File: config.mk
export PLATFORM = sky130hd
export DESIGN_NAME = nand_logic_unit
export DESIGN_NICKNAME = d
export VERILOG_FILES = /design/src/rtl/nand_logic_unit.sv
export SDC_FILE = /design/constraint.sdc
export NUM_CORES = 1
export LEC_CHECK = 0
export ABC_AREA = 1
export CAP_MARGIN = 20
export CORE_MARGIN = 5
export CORE_UTILIZATION = 46
export DETAILED_ROUTE_END_ITERATION = 12
export PLACE_DENSITY = 0.76
export SLEW_MARGIN = 20
export SYNTH_ARGS = -nofsm -noshare
export SYNTH_HDL_FRONTEND = slang
export SYNTH_SLANG_ARGS = --single-unit
File: constraint.sdc
create_clock -name clk -period 1.3 [get_ports clk]
set_input_delay 0.195 -clock clk [delete_from_list [all_inputs] [get_ports clk]]
set_output_delay 0.195 -clock clk [all_outputs]
set_load 0.005 [all_outputs]
File: src/rtl/nand_logic_unit.sv
// nand_logic_unit
//   Registered, WIDTH-lane two-input logic unit. Every function is a fixed
//   network of nand_gate cells; the op select picks one network output per
//   lane. A one-deep valid/ready register holds the result with the op and
//   operands that produced it. A built-in sweep mode replays the full
//   two-input truth table of all eight ops (32 results) through the same
//   output register, stalling under backpressure.
//
// Ports
//   clk, rst        rising-edge clock, synchronous active-high reset
//   in_valid/ready  external operand handshake (in_ready is combinational)
//   op, a, b        operation select and operands
//   sweep_start     one-cycle request to start the truth-table sweep
//   sweep_busy      sweep in progress
//   sweep_done      one-cycle pulse after the last sweep result is loaded
//   out_valid/ready result handshake
//   y, out_op, out_a, out_b  result and the op/operands that produced it
//
// Op encoding: 0 NAND, 1 AND, 2 OR, 3 NOR, 4 XOR, 5 XNOR, 6 NOT a, 7 BUF a

module nand_gate (
  input  logic a,
  input  logic b,
  output logic y
);
  assign y = ~(a & b);
endmodule

module nand_logic_unit #(
  parameter int unsigned WIDTH = 4
) (
  input  logic             clk,
  input  logic             rst,
  input  logic             in_valid,
  output logic             in_ready,
  input  logic [2:0]       op,
  input  logic [WIDTH-1:0] a,
  input  logic [WIDTH-1:0] b,
  input  logic             sweep_start,
  output logic             sweep_busy,
  output logic             sweep_done,
  output logic             out_valid,
  input  logic             out_ready,
  output logic [WIDTH-1:0] y,
  output logic [2:0]       out_op,
  output logic [WIDTH-1:0] out_a,
  output logic [WIDTH-1:0] out_b
);

  typedef enum logic [1:0] {
    IDLE,
    SWEEP,
    DONE
  } state_t;

  state_t     state;
  logic [4:0] cnt;

  logic             load_ok;
  logic             src_valid;
  logic             load;
  logic [2:0]       src_op;
  logic [WIDTH-1:0] src_a;
  logic [WIDTH-1:0] src_b;
  logic [WIDTH-1:0] result;

  logic [WIDTH-1:0] f_nand, f_and, f_or, f_nor;
  logic [WIDTH-1:0] f_xor, f_xnor, f_not, f_buf;

  assign load_ok  = ~out_valid | out_ready;
  assign in_ready = (state == IDLE) & ~sweep_start & load_ok;

  // Source select: in SWEEP the counter drives op/a/b and is always valid;
  // in IDLE a simultaneous sweep_start blocks external operands.
  always_comb begin
    src_valid = 1'b0;
    src_op    = op;
    src_a     = a;
    src_b     = b;
    if (state == SWEEP) begin
      src_valid = 1'b1;
      src_op    = cnt[4:2];
      src_a     = {WIDTH{cnt[1]}};
      src_b     = {WIDTH{cnt[0]}};
    end else if (state == IDLE) begin
      src_valid = in_valid & ~sweep_start;
    end
  end

  assign load = src_valid & load_ok;

  // Per-lane NAND networks
  for (genvar i = 0; i < WIDTH; i++) begin : g_lane
    logic na, nb, t1, t2;

    nand_gate u_nab  (.a(src_a[i]),  .b(src_b[i]),  .y(f_nand[i]));
    nand_gate u_and  (.a(f_nand[i]), .b(f_nand[i]), .y(f_and[i]));
    nand_gate u_na   (.a(src_a[i]),  .b(src_a[i]),  .y(na));
    nand_gate u_nb   (.a(src_b[i]),  .b(src_b[i]),  .y(nb));
    nand_gate u_or   (.a(na),        .b(nb),        .y(f_or[i]));
    nand_gate u_nor  (.a(f_or[i]),   .b(f_or[i]),   .y(f_nor[i]));
    // Classic four-NAND XOR sharing the a-nand-b term
    nand_gate u_t1   (.a(src_a[i]),  .b(f_nand[i]), .y(t1));
    nand_gate u_t2   (.a(src_b[i]),  .b(f_nand[i]), .y(t2));
    nand_gate u_xor  (.a(t1),        .b(t2),        .y(f_xor[i]));
    nand_gate u_xnor (.a(f_xor[i]),  .b(f_xor[i]),  .y(f_xnor[i]));
    nand_gate u_buf  (.a(na),        .b(na),        .y(f_buf[i]));
    assign f_not[i] = na;
  end

  always_comb begin
    result = '0;
    unique case (src_op)
      3'd0: result = f_nand;
      3'd1: result = f_and;
      3'd2: result = f_or;
      3'd3: result = f_nor;
      3'd4: result = f_xor;
      3'd5: result = f_xnor;
      3'd6: result = f_not;
      3'd7: result = f_buf;
      default: result = '0;
    endcase
  end

  always_ff @(posedge clk) begin
    if (rst) begin
      state      <= IDLE;
      cnt        <= '0;
      sweep_busy <= 1'b0;
      sweep_done <= 1'b0;
      out_valid  <= 1'b0;
      y          <= '0;
      out_op     <= '0;
      out_a      <= '0;
      out_b      <= '0;
    end else begin
      // Output register
      if (load) begin
        out_valid <= 1'b1;
        y         <= result;
        out_op    <= src_op;
        out_a     <= src_a;
        out_b     <= src_b;
      end else if (out_ready) begin
        out_valid <= 1'b0;
      end

      // Sequencer
      unique case (state)
        IDLE: begin
          sweep_done <= 1'b0;
          if (sweep_start) begin
            state      <= SWEEP;
            cnt        <= '0;
            sweep_busy <= 1'b1;
          end
        end
        SWEEP: begin
          if (load) begin
            if (cnt == 5'd31) begin
              state      <= DONE;
              sweep_busy <= 1'b0;
              sweep_done <= 1'b1;
              cnt        <= '0;
            end else begin
              cnt <= cnt + 5'd1;
            end
          end
        end
        DONE: begin
          state      <= IDLE;
          sweep_done <= 1'b0;
        end
        default: begin
          state      <= IDLE;
          sweep_busy <= 1'b0;
          sweep_done <= 1'b0;
        end
      endcase
    end
  end

endmodule
==> out/metrics.cfg <==
[status]
status = finished, violations left
violations = setup timing

[cts]
cts_buffer_depth = 2
clock_latency_ns = 0.34
htreeDepth = 1
cts_tree = yes
numCtsBuffers = 3
cts-root-buf = clkbuf_4
hold_buffers = 0
clock_sinks = 25
clk_pin_slew_ns = 0.16

[place]
place_ws_ns = -0.475
dpl.hpwl_microns = 3830
port_buffers = 34
gp_congestion = 0.923

[final_layout]
post-route-util_pct = 95.9
antenna-diode-count = 0
finalNetCount = 403
syn_to_final_growth_pct = 97.6
layout-drive-gt1-share_pct = 54.7

[setup_path]
cp_top_family = simple AND/OR/NAND/NOR gates
path_buf_inv = 4
required_ns = 1.55
arrival_ns = 2.33
critPathKind = flip-flop to flip-flop
cp-end-kind = flip-flop
critPathLaunchType = flip-flop
crit_slowest_cell = dfxtp_2
critPathMostFrequentCell = nand2_1
path_cells = buf_6 -> clkinv_8 -> buf_6 -> nand3_2 -> nand2_2 -> nand2_2 -> inv_1 -> nand2_1 -> nand2_1 -> nor2_1 -> nand2_1 -> nand2_1 -> a21oi_2
cp_max_fo = 7
critPathMaxStageDelay_ns = 0.42

[floorplanning]
chipHeight_microns = 69.8
core_sq_um = 3390
die_area_sq_um = 4870
die_x_microns = 69.8
initial_utilization_pct = 48.5
std_cell_rows = 21
ios = 35

[job]
cap_violations = 0

[yosys]
synth-edff-count = 0
netlist_top_cells_area = dfxtp_1 (30%), nand2_1 (21%), a21oi_1 (6.7%)
synth-seq-area-share_pct = 30.4
synth.most_common_cell = nand2_1
synth_top_cell_by_area = dfxtp_1
ys_seq_elements = 25
synthCells = 266
syn-num-nets = 284
synth_top_flop_cell = dfxtp_1
synthArstFlopShare_pct = 0
synthesis.area_sq_um = 1650
avgSynthCellArea_sq_um = 6.19
yosysTopAreaCellShare_pct = 30.4
synth_common_cells = nand2_1 (93), inv_1 (29), dfxtp_1 (25)
ys_types = 28
yosysWarnings = 0

[sta]
min_period_ns = 2.09
hold_violations = 0
hold_ws_ns = 0.510
rsz0062_at_grt = true
worstMarginPinSlew_ns = 0.704
finClkSkew_ns = 0.00682
setup_viol_count_final = 27
setup_ws_ns = -0.786
finalMaxSlewViolations = 0
slew_headroom_pct = 53.0
max_freq_mhz = 479
fin_crit_sh_pct = 160

[drt]
dr_total_vias = 2884
wl_per_cell_microns = 27.1
drt_pass1_iterations = 8
dr.first_iter.drc_count = 668
wirelength_microns = 11700
vias_per_cell = 6.71
drc = 0
ant_nets = 0

[global_routing]
grt_max_degree = 18
grt_pass1_wl_microns = 11800
grt_pass1_vias = 2434
antenna_found_initial = 1
grt_remaining_overflow = 0
grt_usage_pct = 30.1

[hold_path]
hp-class = flip-flop to flip-flop

[pwr]
ir_drop_mv = 0.937
p_leak_nw = 1.63
power_density_nw_per_um2 = 1420
total_power_mw = 4.61

==> area by class of cell <==
cell class                 instances  area [sq um]
multi-input combinational        202          1360
timing repair buffer             121          1120
sequential                        25           532
inverter                          32           153
fill                              78           138
tap                               46          57.6
clock buffer                       3          22.5
clock inverter                     1          5.00
==> flip-flops by register name (all words and copies together) (netlist names) <==
name / flops
cnt: 5
out_a: 4
out_b: 4
out_op: 3
out_valid: 1
state: 2
sweep_busy: 1
sweep_done: 1
y: 4
==> worst min-delay path: cells and delay by family (launching register included) <==
kind            cells  cell delay (ns)
simple gates        1             0.08
flops               1             0.35
compound gates      1             0.05
==> kinds of logic (layout without fill, tap and decap cells) <==
family | after synthesis | count (layout) | share of synthesized area (%)
simple gates | 156 | 157 | 42.7
compound gates | 42 | 42 | 14.4
buf+inv | 40 | 157 | 10.3
flops | 25 | 25 | 30.4
fa+ha+maj | 2 | 2 | 1.52
xor+xnor | 1 | 1 | 0.532
==> final timing paths <==
kind / start / end / slack [ns] / depth (start not counted)
setup / recovery: state[1] / y[1] / -0.79 / 13
hold / removal: y[2] / y[2] / 0.51 / 2
hold reg to reg: y[2] / y[2] / 0.51 / 2
setup reg to reg: state[1] / y[1] / -0.79 / 13
==> stage by stage <==
stage / instances / area, sq um / setup TNS (ns)
floorplan: 266 / 1670 / -0.281
global placement: 390 / 2400 / -7.84
detailed placement: 390 / 2400 / -8.55
CTS: 416 / 2830 / -2.72
global route: 430 / 3250 / -10.59
finish: 430 / 3250 / -9.96
==> report_power, final <==
group          total (mW)  switching (mW)  internal [mW]
clock network       0.392           0.276          0.116
logic                3.15            1.77           1.38
registers            1.07           0.133          0.932
==> what timing repair did <==
action	in CTS	in global routing
gates resized for setup	98	77
endpoints found under the setup margin	42	27
hold endpoints to repair	0	0
pin swaps	25	18
gates cloned	1	2
buffers inserted	21	12
==> cell usage in the layout (no fill, tap or decap), types with 2 or more instances in the layout <==
master	n
clkbuf_4	3
dlygate4sd2_1	17
dfxtp_4	2
nand2_4	4
nand2_8	4
a21oi_2	16
dfxtp_1	4
nand3_4	2
dfxtp_2	19
nor2_1	16
a21oi_1	9
inv_1	27
clkbuf_16	2
nand3_2	7
nand3_1	10
a21oi_4	3
inv_8	2
nand2_1	64
buf_12	4
nor2_2	5
buf_4	66
o21ai_4	2
nand4_1	6
nor2_4	7
inv_4	2
nand2_2	29
clkdlybuf4s50_1	16
buf_6	15
o21ai_2	9
==> metal layers <==
metal,vias to the layer above,GRT usage [%],part of all wire (%)
li1,1093,-,-
met1,1277,33.8,32
met2,365,50.6,42
met3,147,6.81,15
met4,2,18.9,11
met5,-,2.22,0.11
No activity file was read; power rests on OpenSTA's default activity.
==> RTL edit, RTL diff (same settings) <==
Re-encode `state_t` (3 states) as one-hot, 3 bits wide.
--- a/src/rtl/nand_logic_unit.sv
+++ b/src/rtl/nand_logic_unit.sv
@@ -49,6 +49,6 @@
 
-  typedef enum logic [1:0] {
-    IDLE,
-    SWEEP,
-    DONE
+  typedef enum logic [2:0] {
+    IDLE  = 3'b001,
+    SWEEP = 3'b010,
+    DONE  = 3'b100
   } state_t;
Formal check against the unedited RTL: no difference found for any inputs over 10 cycles, from zero or initial values and one cycle with rst high; not proved beyond that.
==> RTL edit against the unedited design <==
The run still ends with negative setup slack left. Sequential power increased by 7%. Setup slack improved by 0.22 ns. Wire length decreased by 33%. Cell area decreased by 6.0%. Sequential cell count increased by 1. Total power decreased by 5.2%. Cell count increased by 0.70%. Area after synthesis increased by 3.7%.
==> RTL edit: results (changes against the unedited design) <==
DP Wirelength: 3790 um (-1.1%)
Max reg flops: 5 (unchanged)
Synth warnings: 0 (unchanged)
Max VDD drop: 1010 uV (+8.2%)
Fillers: 182 (+130%)
Initial antenna violation count: 0 (-1)
R2r worst-path depth: 13 (unchanged)
Synth cell count leaders: nand2_1 (100), inv_1 (28), dfxtp_1 (26)
Register area share after synthesis: 30.5% (+0.080 points)
Failing checks: negative setup slack
Layout Cells excl Fill: 433 (+0.70%)
Total Wirelength: 7850 um (-33%)
Post-synth top flop: dfxtp_1
Total inserted antenna cells: 0 (unchanged)
CTS root buf: clkbuf_8
Largest register by flop count: cnt
Crit path max fanout: 4 (-3)
Largest net degree at the start of global routing: 15 (-3)
Worst Hold Depth: 2 (unchanged)
Reg clk slew, reported paths: 0.11 ns (-0.05 ns)
Post-layout net count: 404 (+0.25%)
# port buffers: 34 (unchanged)
Net Count, Synth: 300 (+5.6%)
Placer congestion estimate: 0.916 (-0.80%)
Num CTS Buffers: 3 (unchanged)
Detailed-router iteration count before antenna repair: 5 (-3)
H-Tree Depth: 1 (unchanged)
Hold Crit Start: y[3]$_SDFFE_PP0P_
Arr. time, crit path: 2.06 ns (-0.27 ns)
Dpl cells: 403 (+3.3%)
Via count: 2503 (-13%)
Setup TNS: -10.22 ns (-0.261 ns)
Vias in the first global route: 2170 (-11%)
Outcome: finished with violations
Post-Syn Instances: 282 (+6.0%)
Final worst setup slack: -0.566 ns (+0.221 ns)
Worst skew pair latency: 0.29 ns (-0.05 ns)
Clk buf depth: 2 (unchanged)
Leak pwr: 1.60 nW (-1.7%)
Least-Margin Pin Slew: 0.394 ns (-0.310 ns)
Crit path launch: state[2]$_SDFFE_PP0P_
Clk_skew: 0.00665 ns (-0.000168 ns)
Top cells by area, synth: dfxtp_1 (30%), nand2_1 (22%), a21oi_1 (6.7%), inv_1 (6.2%), nor2_1 (5.5%)
CP endpoint: cnt[3]$_SDFFE_PP0P_
Drt initial violations: 434 (-35%)
Remaining antenna violation count after routing: 0 (unchanged)
Async set-reset flop share out of synthesis: 0% (unchanged)
Layout cell share with drive strength beyond 1: 42.1% (-13 points)
Overall Global Routing Usage: 23.1% (-7.0 points)
Finish-stage setup viols: 27 (unchanged)
Hold Path Class: reg2reg
Yosys cell types: 27 (-3.6%)
First-pass GRT wire length: 9600 um (-19%)
==> RTL edit: cell count changes after synthesis, moves of 3 or more <==
cell     before  now
nand2_1      93  100
nand2_2       3    9
nand4_1       6   14
nand3_1      17   12
nand2_4       4    0
inv_2         2    5
a21oi_2       6    2
==> RTL edit: power by group <==
group	switching, mW	internal (mW)
Sequential	0.156	0.979
Combinational	1.37	1.28
Clock	0.309	0.273
==> RTL edit: worst max-delay path, cell delays in order, from the launching register on <==
cell and delay [ns]:
dfxtp_2 0.35, inv_4 0.08, buf_6 0.12, buf_4 0.12, nand3_4 0.12, inv_4 0.10
a21oi_4 0.04, nor2_4 0.19, nand2_2 0.11, nand2_4 0.11, buf_6 0.09, nand4_1 0.11
nand2_1 0.13, nor2_1 0.07
==> RTL edit: final cells by class <==
cell class              count  area (um2)  share of cell area (%)
well taps                  48        60.1                    1.96
repair buffers            107        1020                    33.4
flip-flops and latches     26         543                    17.8
multi-input cells         214        1240                    40.5
clock buffers               4        55.1                    1.80
inverters                  34         139                    4.54
==> RTL edit: repair_timing <==
action / 4_1_cts / 5_1_grt
gates resized for setup: 75 / 46
buffers inserted: 10 / 11
pin swaps: 15 / 11
gates cloned: 2 / 3
setup endpoints to repair: 42 / 29
==> RTL edit: routing by layer <==
| metal | vias up | track usage, % | part of all wire (%) |
|---|---|---|---|
| li1 | 1104 | - | - |
| met1 | 1155 | 29.6 | 39 |
| met2 | 208 | 38.5 | 48 |
| met3 | 36 | 3.84 | 10 |
| met4 | 0 | 9.19 | 3.7 |
| met5 | - | 0 | 0 |
==> RTL edit: worst min path at each step <==
stage | end | slack, ns
floorplan | sweep_done$_SDFFE_PP0P_ | 0.27
global placement | y[2]$_SDFFE_PP0P_ | 0.45
detailed placement | sweep_done$_SDFFE_PP0P_ | 0.44
CTS | sweep_done$_SDFFE_PP0P_ | 0.46
global route | sweep_done$_SDFFE_PP0P_ | 0.49
finish | y[3]$_SDFFE_PP0P_ | 0.46
==> RTL edit: kinds of logic after synthesis <==
kind of cell / after synthesis / share of synthesized area, %
AND/OR/NAND/NOR: 170 / 44.2
buffers and inverters: 43 / 11.1
AO/OA/AOI/OAI: 41 / 12.8
flip-flops: 26 / 30.5
adder cells (fa/ha/maj): 2 / 1.47
==> RTL edit: metrics by stage <==
| stage | instance area, um2 | power (mW) | setup WS (ns) |
|---|---|---|---|
| after floorplan | 1750 | 2.01 | -0.142 |
| after detailed placement | 2480 | 2.87 | -0.330 |
| after CTS | 2730 | 3.66 | -0.331 |
| after global placement | 2480 | 2.82 | -0.290 |
| final | 3060 | 4.37 | -0.566 |
| after global routing | 3060 | 4.58 | -0.612 |
